### src/rtl/allocator_rr_if.sv
// Flit-stream bundle between the upstream channels, the round-robin
// allocator and the output FIFO write port.
interface allocator_rr_if #(
  parameter int NUM_IN = 4,
  parameter int DATA_W = 11,
  parameter int SRC_W  = $clog2(NUM_IN)
);
  logic [NUM_IN-1:0]        req;
  logic [NUM_IN*DATA_W-1:0] data_in;
  logic                     out_FIFO_full;
  logic [NUM_IN-1:0]        ready;
  logic                     out_FIFO_wr;
  logic [DATA_W-1:0]        data_out;
  logic [SRC_W-1:0]         out_src;

  // Upstream channels plus the output FIFO status side.
  modport master (
    output req, data_in, out_FIFO_full,
    input  ready, out_FIFO_wr, data_out, out_src
  );

  // The allocator itself.
  modport slave (
    input  req, data_in, out_FIFO_full,
    output ready, out_FIFO_wr, data_out, out_src
  );
endinterface

### src/rtl/allocator_rr.sv
// Round-robin wormhole allocator: merges NUM_IN flit streams into one
// output FIFO write port. A grant is taken in IDLE (one bubble cycle) and
// held in LOCKED until the tail flit moves (LOCK_PKT=1) or for a single
// flit (LOCK_PKT=0). Output flit, source tag and write strobe are registered.
module allocator_rr #(
  parameter int NUM_IN   = 4,
  parameter int DATA_W   = 11,
  parameter int LOCK_PKT = 1,
  parameter int SRC_W    = $clog2(NUM_IN)
) (
  input  logic           clk,
  input  logic           reset_n,
  allocator_rr_if.slave  bus
);

  localparam logic [0:0]       ST_IDLE   = 1'b0;
  localparam logic [0:0]       ST_LOCKED = 1'b1;
  localparam logic [SRC_W-1:0] LAST_CH   = SRC_W'(NUM_IN - 1);

  logic [0:0]        state_r;
  logic [SRC_W-1:0]  owner_r;
  logic [SRC_W-1:0]  last_grant_r;
  logic              wr_r;
  logic [DATA_W-1:0] data_r;
  logic [SRC_W-1:0]  src_r;

  logic [SRC_W-1:0]  hi_pick_s;
  logic [SRC_W-1:0]  lo_pick_s;
  logic              hi_found_s;
  logic [SRC_W-1:0]  pick_s;
  logic [NUM_IN-1:0] ready_s;
  logic              xfer_s;
  logic [DATA_W-1:0] owner_flit_s;
  logic              release_s;

  // Round-robin pick: lowest requester above last_grant, else lowest overall (wrap).
  always_comb begin
    hi_pick_s  = '0;
    lo_pick_s  = '0;
    hi_found_s = 1'b0;
    for (int i = NUM_IN - 1; i >= 0; i--) begin
      if (bus.req[i] && (i > int'(last_grant_r))) begin
        hi_pick_s  = SRC_W'(i);
        hi_found_s = 1'b1;
      end else begin
        hi_found_s = hi_found_s;
      end
      if (bus.req[i]) begin
        lo_pick_s = SRC_W'(i);
      end else begin
        lo_pick_s = lo_pick_s;
      end
    end
    if (hi_found_s) begin
      pick_s = hi_pick_s;
    end else begin
      pick_s = lo_pick_s;
    end
  end

  // Only the owner may move a flit, and only while the output FIFO has room.
  always_comb begin
    ready_s = '0;
    if ((state_r == ST_LOCKED) && !bus.out_FIFO_full) begin
      ready_s[owner_r] = bus.req[owner_r];
    end else begin
      ready_s = '0;
    end
  end

  assign xfer_s       = |ready_s;
  assign owner_flit_s = bus.data_in[int'(owner_r)*DATA_W +: DATA_W];
  assign release_s    = xfer_s && ((LOCK_PKT == 0) || owner_flit_s[DATA_W-1]);

  // Grant state: arbitrate in IDLE, hold the owner in LOCKED until release.
  always_ff @(posedge clk or negedge reset_n) begin
    if (!reset_n) begin
      state_r      <= ST_IDLE;
      owner_r      <= '0;
      last_grant_r <= LAST_CH;
    end else begin
      case (state_r)
        ST_IDLE: begin
          if (|bus.req) begin
            owner_r <= pick_s;
            state_r <= ST_LOCKED;
          end else begin
            state_r <= ST_IDLE;
          end
        end
        ST_LOCKED: begin
          if (release_s) begin
            last_grant_r <= owner_r;
            state_r      <= ST_IDLE;
          end else begin
            state_r <= ST_LOCKED;
          end
        end
        default: begin
          state_r <= ST_IDLE;
        end
      endcase
    end
  end

  // Output register: capture the owner's flit and tag on every transfer edge.
  always_ff @(posedge clk or negedge reset_n) begin
    if (!reset_n) begin
      wr_r   <= 1'b0;
      data_r <= '0;
      src_r  <= '0;
    end else if (xfer_s) begin
      wr_r   <= 1'b1;
      data_r <= owner_flit_s;
      src_r  <= owner_r;
    end else begin
      wr_r   <= 1'b0;
    end
  end

  assign bus.ready       = ready_s;
  assign bus.out_FIFO_wr = wr_r;
  assign bus.data_out    = data_r;
  assign bus.out_src     = src_r;

endmodule

### src/flat_wrapper.sv
// flat-port wrapper written by rule: the top's interface ports become plain ports
module allocator_rr_flat 
#(
  parameter int NUM_IN   = 4,
  parameter int DATA_W   = 11,
  parameter int LOCK_PKT = 1,
  parameter int SRC_W    = $clog2(NUM_IN)
)
  (clk, reset_n, bus_req, bus_data_in, bus_out_FIFO_full, bus_ready, bus_out_FIFO_wr, bus_data_out, bus_out_src);
  allocator_rr_if #(.NUM_IN(NUM_IN), .DATA_W(DATA_W), .SRC_W(SRC_W)) bus_i ();
  input  logic clk;
  input  logic reset_n;
  input wire logic [$bits(bus_i.req)-1:0] bus_req;
  input wire logic [$bits(bus_i.data_in)-1:0] bus_data_in;
  input wire logic [$bits(bus_i.out_FIFO_full)-1:0] bus_out_FIFO_full;
  output wire logic [$bits(bus_i.ready)-1:0] bus_ready;
  output wire logic [$bits(bus_i.out_FIFO_wr)-1:0] bus_out_FIFO_wr;
  output wire logic [$bits(bus_i.data_out)-1:0] bus_data_out;
  output wire logic [$bits(bus_i.out_src)-1:0] bus_out_src;
  assign bus_i.req = bus_req;
  assign bus_i.data_in = bus_data_in;
  assign bus_i.out_FIFO_full = bus_out_FIFO_full;
  assign bus_ready = bus_i.ready;
  assign bus_out_FIFO_wr = bus_i.out_FIFO_wr;
  assign bus_data_out = bus_i.data_out;
  assign bus_out_src = bus_i.out_src;
  allocator_rr #(.NUM_IN(NUM_IN), .DATA_W(DATA_W), .LOCK_PKT(LOCK_PKT), .SRC_W(SRC_W)) u_core (.clk(clk), .reset_n(reset_n), .bus(bus_i));
endmodule
### config.mk
export PLATFORM = sky130hd
export DESIGN_NAME = allocator_rr_flat
export DESIGN_NICKNAME = d
export VERILOG_FILES = /design/src/rtl/allocator_rr_if.sv /design/src/rtl/allocator_rr.sv /design/src/flat_wrapper.sv
export SDC_FILE = /design/constraint.sdc
export NUM_CORES = 1
export LEC_CHECK = 0
export CAP_MARGIN = 40
export CORE_ASPECT_RATIO = 0.5
export CORE_MARGIN = 2
export CORE_UTILIZATION = 38
export CTS_BUF_LIST = sky130_fd_sc_hd__clkbuf_2 sky130_fd_sc_hd__clkbuf_4 sky130_fd_sc_hd__clkbuf_8
export CTS_CLUSTER_DIAMETER = 60
export DETAILED_ROUTE_END_ITERATION = 12
export PLACE_DENSITY = 0.9
export SYNTH_ARGS = -nofsm -noshare
export SYNTH_HDL_FRONTEND = slang
export SYNTH_SLANG_ARGS = --single-unit
### constraint.sdc
create_clock -name clk -period 2.1 [get_ports clk]
set_input_delay 0.42 -clock clk [delete_from_list [all_inputs] [get_ports clk]]
set_output_delay 0.42 -clock clk [all_outputs]
set_load 0.05 [all_outputs]
# Word-level counts from Yosys, hierarchy flattened
# Cells that the tools add are included.
# W data, S select, Z words.
[totals]
register_bits = 19
latch_bits = 0
ram_bits = 0
mem_bits_ro = 0
out_inout_bits = 18
mem_count = 0
[op_classes]
n_addsub = 0
n_mul = 1
n_div = 0
n_lt_le_gt_ge = 5
n_eq_ne = 0
shift = 1
mux = 20
bitwise_logic = 2
reduce_logical = 11
[op_table]
columns = ["cell", "count"]
rows = [
  ["$shiftx A44 B32 Y11", 1],
  ["$mux W2", 8],
  ["$mux W1", 8],
  ["$reduce_or A4 Y1", 2],
  ["$logic_and A1 B1 Y1", 6],
  ["$mul A2 B4 Y6 const B", 1],
  ["$and A4 B4 Y4", 1],
  ["$gt A2 B2 Y1 const A", 2],
  ["$mux W4", 1],
  ["$reduce_and A2 Y1", 2],
  ["$lt A2 B3 Y1 const B", 1],
  ["$bmux W1 S2", 1],
  ["$demux W1 S2", 1],
  ["$ge A2 B1 Y1 const B", 1],
  ["$gt A1 B2 Y1 const A", 1],
  ["$pmux W1 S2", 1],
  ["$logic_not A1 Y1", 1],
  ["$not A1 Y1", 1],
]

# Longest topological paths before layout
# Gate-level depths: netlist of the first run.
[depth]
word_depth = 10
ltp_mapped = 6

# Worst setup path before layout of the first run
# No wires, ideal clock.
[synth_timing]
path_type = "reg2out"
start = "register u_core.owner_r[0]"
end = "output bus_ready[0]"
arrival_ns = 1.849
path_slack_ns = -0.169
stages_incl_launch_ff = 5
path_cell_list = "dfrtp_1 > buf_6 > or3b_4 > or2_2 > nor2_1"
[synth_via]
elab_chain_cells = 6
[synth_lines]
columns = ["item", "line_no", "source"]
rows = [
  ["from (decl)", "allocator_rr.sv:21", "logic [SRC_W-1:0] owner_r;"],
  ["from (signal assigned)", "allocator_rr.sv:85", "owner_r <= pick_s;"],
  ["$lt A2 B3 Y1 (not written as such) or $ge A2 B1 Y1 (tied branches)", "allocator_rr.sv:65", "ready_s[owner_r] = bus.req[owner_r];"],
  ["$logic_and A1 B1 Y1 (not written as such)", "allocator_rr.sv:65", ""],
  ["$mux W1 (not written as such)", "allocator_rr.sv:65", ""],
  ["$demux W1 S2", "-", ""],
  ["$and A4 B4 Y4 (no source line) (*)", "-", ""],
  ["$mux W4 (*)", "allocator_rr.sv:64", "if ((state_r == ST_LOCKED) && !bus.out_FIFO_full) begin"],
  ["to (decl)", "flat_wrapper.sv:16", "output wire logic [$bits(bus_i.ready)-1:0] bus_ready;"],
]
# Every way passes the cells marked *; elsewhere a longest branch is shown, timed or not. The select of a mux whose other input is x is not followed.

# Worst setup path after layout of the first run
[layout_timing]
start = "input bus_req[0]"
end = "output bus_ready[0]"
[layout_via]
elab_chain_cells = 4
[layout_lines]
columns = ["item", "line_no", "source"]
rows = [
  ["from (decl)", "flat_wrapper.sv:13", "input wire logic [$bits(bus_i.req)-1:0] bus_req;"],
  ["$bmux W1 S2", "allocator_rr.sv:65", ""],
  ["$mux W1 (not written as such)", "allocator_rr.sv:65", ""],
  ["$and A4 B4 Y4 (no source line)", "-", ""],
  ["$mux W4", "allocator_rr.sv:64", ""],
]
# Every way passes these cells. The select of a mux whose other input is x is not followed.

==> metrics.log, run 1 <==
INFO  metric run_status = finished clean
INFO  metric power_frac_clock = 0.092
INFO  metric switching_share = 0.4388
INFO  metric hold_path_class = in -> async
INFO  metric reg2reg_slack = roughly 320 ps
INFO  metric synth-warning-count = 0
INFO  metric post-route-drc-count = 0
INFO  metric crit_arrival = between 1500 and 2000 ps
INFO  metric detail_route.vias_per_cell = 5.192
INFO  metric startpoint = bus_req[0]
INFO  metric die_w = slightly above 80 microns
INFO  metric clock_tree_from_tritoncts = yes
INFO  metric crit-reg2reg-launch = u_core.owner_r[0]
INFO  metric antenna_found_initial = 0
INFO  metric power.static_leakage = slightly above 0.8 nW
INFO  metric die_y = around 43 microns
INFO  metric grt_first_pass_wirelength = roughly 5800 microns
INFO  metric cp_slowest_stage_delay = approximately 540 ps
INFO  metric port-buffer-count = between 60 and 70
INFO  metric fin_worst_skew = roughly 1.8 ps
INFO  metric crit_path_cell_trace = clkdlybuf4s50_1, mux2i_1, or2_4, nor2_4, buf_12
INFO  metric rsz0062_at_grt = yes
INFO  metric synth-seq-cells = 19
INFO  metric p_comb_frac = 0.674
INFO  metric master_cell_of_the_clock_root_buffer = sky130_fd_sc_hd__clkbuf_8
INFO  metric diode_insertion_count_for_antenna_repair = 0
INFO  metric place.gp.congestion = between 0.8 and 0.9
INFO  metric drt_first_pass_iters = 4
INFO  metric post-route-period-util = 0.9857
INFO  metric worst-slew-pin-transition = a little over 500 ps
INFO  metric fin_setup_tns = 0 ps
INFO  metric synth_seq_area_share = 0.4184
INFO  metric clkLatencyLatePin = ~260 ps
INFO  metric worst_hold_slack = about 450 ps
INFO  metric start_util = 0.4205
INFO  metric first_global_vias = roughly 1200
INFO  metric synth_edf_count = 0
INFO  metric timing.critical_path.required = 1680 ps
INFO  metric reg2regPathDepth = 5
INFO  metric finalHoldViolCount = 0
INFO  metric cts.path.max_buffers = 2
INFO  metric critPathCapture = bus_ready[0]
INFO  metric setup_viol_count_final = 0
INFO  metric drtIter0Drc = 44
INFO  metric maximum_number_of_pins_on_one_net_before_global_route_repair = 15
INFO  metric route.antenna.remaining_nets = 0
INFO  metric yosysTopAreaCellShare = 0.3724
INFO  metric fmax = between 400 and 500 MHz
INFO  metric power.density = between 1000 and 1500 nW/um^2
INFO  metric cts_clk_pin_slew_worst_paths = 70 ps
INFO  metric cts_inserted_buffers = 3
INFO  metric postSynthNetCount = approximately 140
INFO  metric design.final.nets = about 220
INFO  metric standard_cell_core_area = 2716 sq um
INFO  metric track_usage = 0.2259
INFO  metric syn_area = 1142 sq um
INFO  metric rows = 13
INFO  metric post-synth-top-count-cell = sky130_fd_sc_hd__dfrtp_1
INFO  metric h-tree-depth = 1
INFO  metric timing.critical_path.slowest_stage_cell = sky130_fd_sc_hd__clkdlybuf4s50_1
INFO  metric slew_violations = 0
INFO  metric dp_hpwl = roughly 3000 microns
INFO  metric floorplan.die_area = 3487 sq um
INFO  metric cap_violations = 0
INFO  metric maximum_vdd_drop = 647.7 uV
INFO  metric fraction_of_final_layout_cells_with_drive_strength_greater_than_1 = 0.3373
INFO  metric dominantRegCellSynth = sky130_fd_sc_hd__dfrtp_1
INFO  metric setup.worst_path.class = in -> out
INFO  metric slew-limit-headroom = 0.6538
INFO  metric synth_top_cell_by_area = sky130_fd_sc_hd__dfrtp_1
INFO  metric placed_cell_area = 1981 sq um
INFO  metric worstReg2RegEnd = u_core.bus.data_out[10]
INFO  metric globalRouteOverflowTotal = 0
INFO  metric crit_path_start_kind = primary input
INFO  metric cts_sinks = 19
INFO  metric worst-path-max-fanout = 4
INFO  metric synth.top_cells.by_area = sky130_fd_sc_hd__dfrtp_1 (37%), sky130_fd_sc_hd__mux4_2 (22%), sky130_fd_sc_hd__mux2_2 (9.9%)
INFO  metric area_growth_syn_to_layout = 80.83%
INFO  metric syn_inst = 85
INFO  metric yosys.cell_types.count = 29
INFO  metric pin_count = 69
INFO  metric vias = ~1100
INFO  metric synthTopCellsByCount = sky130_fd_sc_hd__dfrtp_1 (17), sky130_fd_sc_hd__mux4_2 (11), sky130_fd_sc_hd__mux2_2 (10), sky130_fd_sc_hd__nor2_1 (8), sky130_fd_sc_hd__nand2_1 (7)
INFO  metric power = 2.921 mW
INFO  metric synth-async-reset-ratio = 1.000
INFO  metric power_frac_seq = 0.234
INFO  metric period_needed = roughly 2100 ps
INFO  metric internal_power = between 1.5 and 2 mW
INFO  metric switching_power = about 1.3 mW
INFO  metric avgRoutedWirePerCell = roughly 18 microns
INFO  metric wl_final = approximately 3600 microns
INFO  metric layout.cell_area.non_filler = roughly 2100 sq um
INFO  metric end_kind = output pin
INFO  metric avgSynthCellArea = between 10 and 15 sq um
INFO  metric cts_hold_buffers = 0
worst max-delay path, delay by kind of cell:
family                 cells  cell delay (ps)
buffers and inverters      2              680
multiplexers               1              140
AND/OR/NAND/NOR            2              410
power groups by stage:
stage | sequential [mW] | combinational (mW) | clock, mW
global placement | 0.667 | 1.88 | 0
finish | 0.685 | 1.97 | 0.269
floorplan | 1.14 | 0.801 | 0
detailed placement | 0.688 | 1.92 | 0
CTS | 0.683 | 1.96 | 0.277
global route | 0.705 | 2.06 | 0.297
layout by cell type, fill, tap and decap left out, types with 2 or more instances in the layout:
master / Yosys / final
sky130_fd_sc_hd__clkdlybuf4s50_1: 0 / 63
sky130_fd_sc_hd__dfrtp_1: 17 / 17
sky130_fd_sc_hd__buf_4: 1 / 12
sky130_fd_sc_hd__mux4_2: 11 / 11
sky130_fd_sc_hd__mux2_2: 10 / 10
sky130_fd_sc_hd__nand2_1: 7 / 7
sky130_fd_sc_hd__buf_12: 0 / 5
sky130_fd_sc_hd__nor2_1: 8 / 4
sky130_fd_sc_hd__inv_1: 3 / 3
sky130_fd_sc_hd__a21oi_1: 3 / 3
sky130_fd_sc_hd__clkbuf_8: 0 / 3
sky130_fd_sc_hd__nor2_4: 0 / 2
sky130_fd_sc_hd__mux2_4: 2 / 2
sky130_fd_sc_hd__nor2_2: 0 / 2
sky130_fd_sc_hd__o21ai_0: 2 / 2
sky130_fd_sc_hd__dfstp_2: 2 / 2
routing by layer:
| layer | wire length [microns] | track usage |
|---|---|---|
| met5 | 0 | 0 |
| met4 | 97 | 0.06780 |
| met3 | 138 | 0.05532 |
| met2 | 2059 | 0.4459 |
| met1 | 1299 | 0.2343 |
through the flow:
step,util,instances,setup slack [ps]
final,0.7605,203,29.97
after detailed placement,0.7292,198,-229.9
after global placement,0.7292,198,-190.7
after global routing,0.7605,203,-9.943
after CTS,0.7573,203,43.32
after floorplan,-,85,-169.3
state kept, by name (all words and copies together), names as in the netlist:
register	flops
u_core.last_grant_r	2
u_core.bus.data_out	11
u_core.state_r	1
u_core.owner_r	2
u_core.bus.out_FIFO_wr	1
u_core.bus.out_src	2
worst min-delay path by stage:
stage                                from                       to  slack [ps]  cells after the start
floorplan                         reset_n   u_core.bus.data_out[0]         120                      0
global placement    u_core.bus.out_src[0]    u_core.bus.out_src[0]         460                      2
detailed placement  u_core.bus.out_src[0]    u_core.bus.out_src[0]         460                      2
CTS                               reset_n  u_core.bus.data_out[10]         460                      1
global route                      reset_n    u_core.bus.out_src[0]         470                      1
finish                            reset_n    u_core.bus.out_src[0]         450                      1
final cells by class:
class,count,area (sq um)
Multi-Input combinational cell,58,636.9
Clock buffer,4,48.80
Sequential cell,19,478.0
Timing Repair Buffer,82,844.6
Tap cell,37,46.29
Inverter,3,11.26
Fill cell,163,650.6
cells by family after synthesis:
| logic type | synth area share |
|---|---|
| buffers and inverters | 0.04380 |
| DFF | 0.4184 |
| AOI/OAI and AO/OA | 0.08106 |
| and+or+nand+nor | 0.09640 |
| muxes | 0.3604 |
what timing repair did:
action	in CTS	in global routing
gates resized for setup	7	3
setup endpoints to repair	3	2
cloned	0	0
buffers inserted	1	0
pin swaps	2	0
Power figures use the tool's default switching activity.
==> run 2, diff against run 1 <==
--- a/config.mk
+++ b/config.mk
@@ -5,14 +5,16 @@
 export SDC_FILE = /design/constraint.sdc
 export NUM_CORES = 1
 export LEC_CHECK = 0
+export ABC_AREA = 1
 export CAP_MARGIN = 40
 export CORE_ASPECT_RATIO = 0.5
 export CORE_MARGIN = 2
-export CORE_UTILIZATION = 38
+export CORE_UTILIZATION = 39
 export CTS_BUF_LIST = sky130_fd_sc_hd__clkbuf_2 sky130_fd_sc_hd__clkbuf_4 sky130_fd_sc_hd__clkbuf_8
 export CTS_CLUSTER_DIAMETER = 60
 export DETAILED_ROUTE_END_ITERATION = 12
-export PLACE_DENSITY = 0.9
+export PLACE_DENSITY = 0.89
+export SKIP_LAST_GASP = 1
 export SYNTH_ARGS = -nofsm -noshare
 export SYNTH_HDL_FRONTEND = slang
 export SYNTH_SLANG_ARGS = --single-unit
==> run 2 against run 1 <==
Global-route usage down 2.2 points. Cell count increased by 37%. Area after synthesis increased by 7.0%. Critical path depth down 1. Synthesized cell count increased by 100%. Sequential power grew 1%. Core utilization down 8.8 points. Clock power is essentially flat. Setup slack improved by 160 ps. Critical path type unchanged.
==> metrics.log, run 2 <==
INFO  metric die_w = 83.18 microns (+2.0%)
INFO  metric clock_tree_from_tritoncts = yes
INFO  metric grt_first_pass_wirelength = 5802 microns (+0.10%)
INFO  metric fmax = 524.5 MHz (+8.6%)
INFO  metric pin_count = 69 (unchanged)
INFO  metric wl_final = 3539 microns (-1.6%)
INFO  metric power.density = 1326 nW/um^2 (-6.2%)
INFO  metric end_kind = output pin
INFO  metric synthTopCellsByCount = sky130_fd_sc_hd__nand2_1 (63), sky130_fd_sc_hd__nand2_2 (20), sky130_fd_sc_hd__dfrtp_1 (17), sky130_fd_sc_hd__nand3_1 (15), sky130_fd_sc_hd__nand4_1 (10)
INFO  metric synth-seq-cells = 19 (unchanged)
INFO  metric postSynthNetCount = 221 (+63%)
INFO  metric synth-warning-count = 0 (unchanged)
INFO  metric most-common-layout-cells = sky130_fd_sc_hd__clkdlybuf4s50_1 (64), sky130_fd_sc_hd__nand2_1 (63), sky130_fd_sc_hd__nand2_2 (20), sky130_fd_sc_hd__dfrtp_1 (17), sky130_fd_sc_hd__nand3_1 (15)
INFO  metric worst-slew-pin-transition = 523.2 ps (+5.489 ps)
INFO  metric finish.utilization = 0.6721 (-0.08838)
INFO  metric largest_reg_flops = 11 (unchanged)
INFO  metric track_usage = 0.2044 (-0.02154)
INFO  metric yosysTopAreaCellShare = 0.3480 (-0.02439)
INFO  metric fin_setup_tns = 0 ps (unchanged)
INFO  metric cts_clk_pin_slew_worst_paths = 70 ps (about the same)
INFO  metric synth.top_cells.by_area = sky130_fd_sc_hd__dfrtp_1 (35%), sky130_fd_sc_hd__nand2_1 (19%), sky130_fd_sc_hd__nand2_2 (10%)
INFO  metric h-tree-depth = 1 (unchanged)
INFO  metric hold_path_class = reg -> reg
INFO  metric fin_worst_skew = 5.696 ps (+3.879 ps)
INFO  metric crit_path_start_kind = primary input
INFO  metric period_needed = 1906 ps (-163.6 ps)
INFO  metric maximum_vdd_drop = 649.8 uV (+0.33%)
INFO  metric start_util = 0.4081 (-0.01244)
INFO  metric syn_area = 1222 sq um (+7.0%)
INFO  metric timing.critical_path.required = 1680 ps (about the same)
INFO  metric synth_seq_area_share = 0.3910 (-0.02741)
INFO  metric run_status = finished clean
INFO  metric post-synth-top-count-cell = sky130_fd_sc_hd__nand2_1
INFO  metric num-fill-cells = 240 (+47%)
INFO  metric internal_power = 1.307 mW (-20%)
INFO  metric reg2reg_slack = 460 ps (+140 ps)
INFO  metric slew-limit-headroom = 0.6501 (-0.003671)
INFO  metric synth-async-reset-ratio = 1.000 (unchanged)
INFO  metric fraction_of_final_layout_cells_with_drive_strength_greater_than_1 = 0.1757 (-0.1616)
INFO  metric port-buffer-count = 68 (unchanged)
INFO  metric synth_edf_count = 0 (unchanged)
INFO  metric master_cell_of_the_clock_root_buffer = sky130_fd_sc_hd__clkbuf_8
INFO  metric layout.cells.most_common = sky130_fd_sc_hd__clkdlybuf4s50_1
INFO  metric post-route-period-util = 0.9078 (-0.07788)
INFO  metric switching_share = 0.5106 (+0.07176)
INFO  metric rsz0062_at_grt = no
INFO  metric setup.worst_path.class = in -> out
INFO  metric p_comb_frac = 0.638 (-0.036)
INFO  metric cts.path.max_buffers = 2 (unchanged)
INFO  metric switching_power = 1.363 mW (+6.3%)
INFO  metric finalHoldViolCount = 0 (unchanged)
INFO  metric placed_cell_area = 1964 sq um (-0.82%)
INFO  metric cts_hold_buffers = 0 (unchanged)
INFO  metric post-route-drc-count = 0 (unchanged)
INFO  metric avgRoutedWirePerCell = 12.68 microns (-28%)
INFO  metric worst-path-max-fanout = 5 (+1)
INFO  metric route.antenna.remaining_nets = 0 (unchanged)
INFO  metric rows = 14 (+1)
INFO  metric place.gp.congestion = 0.7603 (-12%)
INFO  metric syn_inst = 170 (+100%)
INFO  metric drt_first_pass_iters = 4 (unchanged)
INFO  metric clkLatencyLatePin = 260 ps (about the same)
INFO  metric layout.cell_area.non_filler = 2013 sq um (-2.5%)
INFO  metric detail_route.vias_per_cell = 4.824 (-7.1%)
INFO  metric power_frac_clock = 0.101 (+0.009)
INFO  metric cts_sinks = 19 (unchanged)
INFO  metric crit_arrival = 1490 ps (-160 ps)
INFO  metric yosys.cell_types.count = 24 (-17%)
INFO  metric floorplan.die_area = 3626 sq um (+4.0%)
INFO  metric slew_violations = 0 (unchanged)
INFO  metric power = 2.670 mW (-8.6%)
INFO  metric first_global_vias = 1372 (+17%)
INFO  metric vias = 1346 (+28%)
INFO  metric post_cts_resized = 0 (-7)
INFO  metric synth_top_cell_by_area = sky130_fd_sc_hd__dfrtp_1
INFO  metric setup_viol_count_final = 0 (unchanged)
INFO  metric dp_hpwl = 2770 microns (-7.7%)
INFO  metric dominantRegCellSynth = sky130_fd_sc_hd__dfrtp_1
INFO  metric design.final.nets = 291 (+33%)
INFO  metric power_frac_seq = 0.260 (+0.026)
INFO  metric cap_violations = 0 (unchanged)
INFO  metric maximum_number_of_pins_on_one_net_before_global_route_repair = 20 (+5)
INFO  metric post_cts_buffers = 0 (-1)
INFO  metric drtIter0Drc = 89 (+100%)
INFO  metric globalRouteOverflowTotal = 0 (unchanged)
INFO  metric antenna_found_initial = 0 (unchanged)
INFO  metric cts_inserted_buffers = 3 (unchanged)
INFO  metric avgSynthCellArea = 7.191 sq um (-46%)
INFO  metric power.static_leakage = 0.9013 nW (+8.9%)
INFO  metric diode_insertion_count_for_antenna_repair = 0 (unchanged)
INFO  metric die_y = 43.59 microns (+1.9%)
INFO  metric area_growth_syn_to_layout = 64.69%
INFO  metric standard_cell_core_area = 2995 sq um (+10%)
[run 2: changes by cell type after synthesis, sizes merged, moves of 3 or more]
cell,delta
inv,+7
nor2,+4
nand3,+14
mux2,-13
nand2,+77
nand4,+10
o21ai,+3
mux4,-11
[run 2: power by group through the flow]
stage                     Clock [mW]  Sequential (mW)  Combinational (mW)
after floorplan                    0             1.08               0.803
after global placement             0            0.689                1.67
after detailed placement           0            0.696                1.71
after CTS                      0.276            0.695                1.71
after global routing           0.287            0.713                1.84
final                          0.270            0.695                1.70
[run 2: per-layer routing]
layer  vias up  GRT usage  share of wire
met2        31     0.3968           0.54
li1        681          -              -
met3         4    0.05714          0.037
met1       630     0.2285           0.42
met5         -          0              0
met4         0    0.05246         0.0059
[run 2: cell families after synthesis]
group                  count (synthesis)  synth area share
AO/OA/AOI/OAI                          9           0.03889
AND/OR/NAND/NOR                      124            0.4862
flip-flops                            19            0.3910
buffers and inverters                 18           0.08392
[run 2: path summary, 6_finish.rpt]
path	startpoint	to	depth (start not counted)
max	bus_req[3]	bus_ready[3]	4
min	u_core.bus.out_src[1]	u_core.bus.out_src[1]	2
max reg2reg	u_core.owner_r[0]	u_core.state_r	9
min reg2reg	u_core.bus.out_src[1]	u_core.bus.out_src[1]	2
max in group asynchronous	reset_n	u_core.last_grant_r[1]	2
min in group asynchronous	reset_n	u_core.bus.data_out[0]	2
[run 2: area by class of cell]
cell class | instances | area [sq um] | area share
Clock buffer | 4 | 48.80 | 0.02424
Inverter | 11 | 43.79 | 0.02175
Multi-Input combinational cell | 133 | 641.9 | 0.3188
Sequential cell | 19 | 478.0 | 0.2374
Tap cell | 40 | 50.05 | 0.02486
Timing Repair Buffer | 72 | 750.7 | 0.3729
[run 2: critical path, cell delays in order]
cell and delay [ps]:
sky130_fd_sc_hd__clkdlybuf4s50_1 530, sky130_fd_sc_hd__nand3_1 90, sky130_fd_sc_hd__nor2_1 260, sky130_fd_sc_hd__buf_12 180
[run 2: stage by stage]
stage	instances	hold slack [ps]	worst slack, ps
2_1_floorplan	170	124.4	114.7
3_3_place_gp	275	455.1	174.7
3_5_place_dp	275	465.6	122.8
4_1_cts	279	483.7	195.8
5_1_grt	279	503.0	130.7
6_report	279	480.4	193.5
==> run 3, diff against run 2 <==
--- a/config.mk
+++ b/config.mk
@@ -9,11 +9,11 @@
 export CAP_MARGIN = 40
 export CORE_ASPECT_RATIO = 0.5
 export CORE_MARGIN = 2
-export CORE_UTILIZATION = 39
+export CORE_UTILIZATION = 42
 export CTS_BUF_LIST = sky130_fd_sc_hd__clkbuf_2 sky130_fd_sc_hd__clkbuf_4 sky130_fd_sc_hd__clkbuf_8
 export CTS_CLUSTER_DIAMETER = 60
 export DETAILED_ROUTE_END_ITERATION = 12
-export PLACE_DENSITY = 0.89
+export PLACE_DENSITY = 0.85
 export SKIP_LAST_GASP = 1
 export SYNTH_ARGS = -nofsm -noshare
 export SYNTH_HDL_FRONTEND = slang
==> constraint.sdc (replaced) <==
create_clock -name clk -period 2.26 [get_ports clk]
set_input_delay 0.452 -clock clk [delete_from_list [all_inputs] [get_ports clk]]
set_output_delay 0.452 -clock clk [all_outputs]
set_load 0.05 [all_outputs]
==> run 3 against run 2 <==
Sequential share of layout area up 0.13 points. Clock power fell by 10%. Critical path depth did not move. Non-clock buffer count fell by 1. Setup slack got worse by 5.0 ps. Sequential power decreased by 7.9%. Count of clock-buffer cells in the layout unchanged. Critical path type is now reg -> out. Highest routed layer unchanged.
==> metrics.log, run 3 (synthesized netlist as in run 2, its figures left out) <==
INFO  metric port-buffer-count = 68 (unchanged)
INFO  metric switching_share = 0.5140 (+0.003378)
INFO  metric power_frac_seq = 0.257 (-0.003)
INFO  metric avgRoutedWirePerCell = 13.95 microns (+9.9%)
INFO  metric cts_clk_pin_slew_worst_paths = 70 ps (about the same)
INFO  metric cts.path.max_buffers = 2 (unchanged)
INFO  metric min_delay_path_depth = 2 (unchanged)
INFO  metric maximum_number_of_pins_on_one_net_before_global_route_repair = 20 (unchanged)
INFO  metric power = 2.489 mW (-6.8%)
INFO  metric layout.cell_area.non_filler = 2002 sq um (-0.56%)
INFO  metric slew_violations = 0 (unchanged)
INFO  metric layout.cells.most_common = sky130_fd_sc_hd__clkdlybuf4s50_1
INFO  metric route.antenna.remaining_nets = 0 (unchanged)
INFO  metric switching_power = 1.279 mW (-6.1%)
INFO  metric reg2regPathDepth = 8 (-1)
INFO  metric finalHoldViolCount = 0 (unchanged)
INFO  metric worst-slew-pin-transition = 521.8 ps (-1.441 ps)
INFO  metric crit_path_start_kind = flop
INFO  metric worst-path-max-fanout = 13 (+8)
INFO  metric period_needed = about 2100 ps
INFO  metric num-fill-cells = 215 (-10%)
INFO  metric h-tree-depth = 1 (unchanged)
INFO  metric post_cts_buffers = 0 (unchanged)
INFO  metric die_w = 80.30 microns (-3.5%)
INFO  metric fin_setup_tns = 0 ps (unchanged)
INFO  metric rows = 13 (-1)
INFO  metric dp_hpwl = 2915 microns (+5.2%)
INFO  metric antenna_found_initial = 0 (unchanged)
INFO  metric diode_insertion_count_for_antenna_repair = 0 (unchanged)
INFO  metric cts_hold_buffers = 0 (unchanged)
INFO  metric fraction_of_final_layout_cells_with_drive_strength_greater_than_1 = 0.1723 (-0.003463)
INFO  metric first_global_vias = 1400 (+2.0%)
INFO  metric cap_violations = 0 (unchanged)
INFO  metric run_status = finished clean
INFO  metric design.final.nets = 290 (-0.34%)
INFO  metric cts_sinks = 19 (unchanged)
INFO  metric p_comb_frac = 0.645 (+0.007)
INFO  metric drt_first_pass_iters = 4 (unchanged)
INFO  metric clock_tree_from_tritoncts = yes
INFO  metric multi_input_gate_area_in_the_final_layout = 641.9 sq um (unchanged)
INFO  metric crit_arrival = 1620 ps (+130 ps)
INFO  metric worst_hold_slack = 471.2 ps (-9.227 ps)
INFO  metric pin_count = 69 (unchanged)
INFO  metric fin_worst_skew = 1.623 ps (-4.074 ps)
INFO  metric maximum_vdd_drop = 672.1 uV (+3.4%)
INFO  metric cts_inserted_buffers = 3 (unchanged)
INFO  metric post-route-period-util = 0.9166
INFO  metric register_area = 478.0 sq um (unchanged)
INFO  metric rsz0062_at_grt = no
INFO  metric standard_cell_core_area = 2684 sq um (-10%)
INFO  metric wl_final = 3835 microns (+8.4%)
INFO  metric power_frac_clock = 0.098 (-0.003)
INFO  metric hold_path_class = reg -> reg
INFO  metric globalRouteOverflowTotal = 0 (unchanged)
INFO  metric post_cts_resized = 0 (unchanged)
INFO  metric area_growth_syn_to_layout = 63.77%
INFO  metric largest_reg_flops = 11 (unchanged)
INFO  metric drtIter0Drc = 92 (+3.4%)
INFO  metric power.density = 1243 nW/um^2 (-6.2%)
INFO  metric end_kind = output pin
INFO  metric track_usage = 0.2540 (+0.04963)
INFO  metric die_y = 42.15 microns (-3.3%)
INFO  metric internal_power = 1.210 mW (-7.4%)
INFO  metric master_cell_of_the_clock_root_buffer = sky130_fd_sc_hd__clkbuf_8
INFO  metric setup.worst_path.class = reg -> out
INFO  metric fmax = a little under 500 MHz
INFO  metric grt_first_pass_wirelength = 6630 microns (+14%)
INFO  metric place.gp.congestion = 0.7743 (+1.8%)
INFO  metric vias = 1365 (+1.4%)
INFO  metric most-common-layout-cells = sky130_fd_sc_hd__clkdlybuf4s50_1 (64), sky130_fd_sc_hd__nand2_1 (63), sky130_fd_sc_hd__nand2_2 (20), sky130_fd_sc_hd__dfrtp_1 (17), sky130_fd_sc_hd__nand3_1 (15)
INFO  metric floorplan.die_area = 3384 sq um (-6.7%)
INFO  metric setup_viol_count_final = 0 (unchanged)
INFO  metric placed_cell_area = 1953 sq um (-0.57%)
INFO  metric start_util = 0.4555 (+0.04737)
INFO  metric timing.critical_path.required = 1810 ps (+130 ps)
INFO  metric slew-limit-headroom = 0.6511 (+0.0009640)
INFO  metric power.static_leakage = 0.8959 nW (-0.59%)
INFO  metric clkLatencyLatePin = 250 ps (about the same)
INFO  metric detail_route.vias_per_cell = 4.964 (+2.9%)
INFO  metric post-route-drc-count = 0 (unchanged)
==> run 3: cell count changes in the layout (fill, tap and decap cells not counted) <==
cell	before	now
sky130_fd_sc_hd__buf_4	4	3
==> run 3: routing by layer <==
metal  track usage  vias to the layer above  part of all wire  wire (microns)
met5             0                        -                 0               0
met4       0.04746                        0            0.0094              36
met3       0.06034                        4             0.038             147
met2        0.4833                       37              0.54            2081
met1        0.2918                      644              0.41            1569
li1              -                      680                 -               -
==> run 3: critical path, cell delays in order, from the launching register on <==
cell	delay, ps
sky130_fd_sc_hd__dfrtp_1	460
sky130_fd_sc_hd__inv_2	260
sky130_fd_sc_hd__nand3_1	110
sky130_fd_sc_hd__nor2_1	330
sky130_fd_sc_hd__buf_12	190
==> run 3: worst paths after layout <==
kind / slack, ps / endpoint / start
min reg2reg: 470 / u_core.bus.data_out[0] / u_core.bus.data_out[0]
min in group asynchronous: 530 / u_core.bus.data_out[10] / reset_n
min: 470 / u_core.bus.data_out[0] / u_core.bus.data_out[0]
max in group asynchronous: 1470 / u_core.last_grant_r[1] / reset_n
max reg2reg: 460 / u_core.bus.data_out[3] / u_core.owner_r[1]
max: 190 / bus_ready[1] / u_core.owner_r[1]
==> run 3: power by group through the flow <==
stage	logic [mW]	clock network (mW)	registers [mW]
6_report	1.61	0.243	0.640
3_3_place_gp	1.56	0	0.639
5_1_grt	1.73	0.266	0.660
2_1_floorplan	0.746	0	1.00
3_5_place_dp	1.60	0	0.644
4_1_cts	1.61	0.249	0.640
==> run 3: final cells by class <==
cell class	count	area share
clock buffer	4	0.02437
inverter	11	0.02188
multi-input combinational	133	0.3206
sequential	19	0.2387
tap	37	0.02313
timing repair buffer	71	0.3713
==> run 3: stage by stage <==
step / setup slack, ps / utilization / instances
floorplan: 242.7 / - / 170
global placement: 251.8 / 0.7277 / 271
detailed placement: 239.7 / 0.7277 / 271
CTS: 215.4 / 0.7459 / 275
global route: 122.0 / 0.7459 / 275
finish: 188.5 / 0.7459 / 275
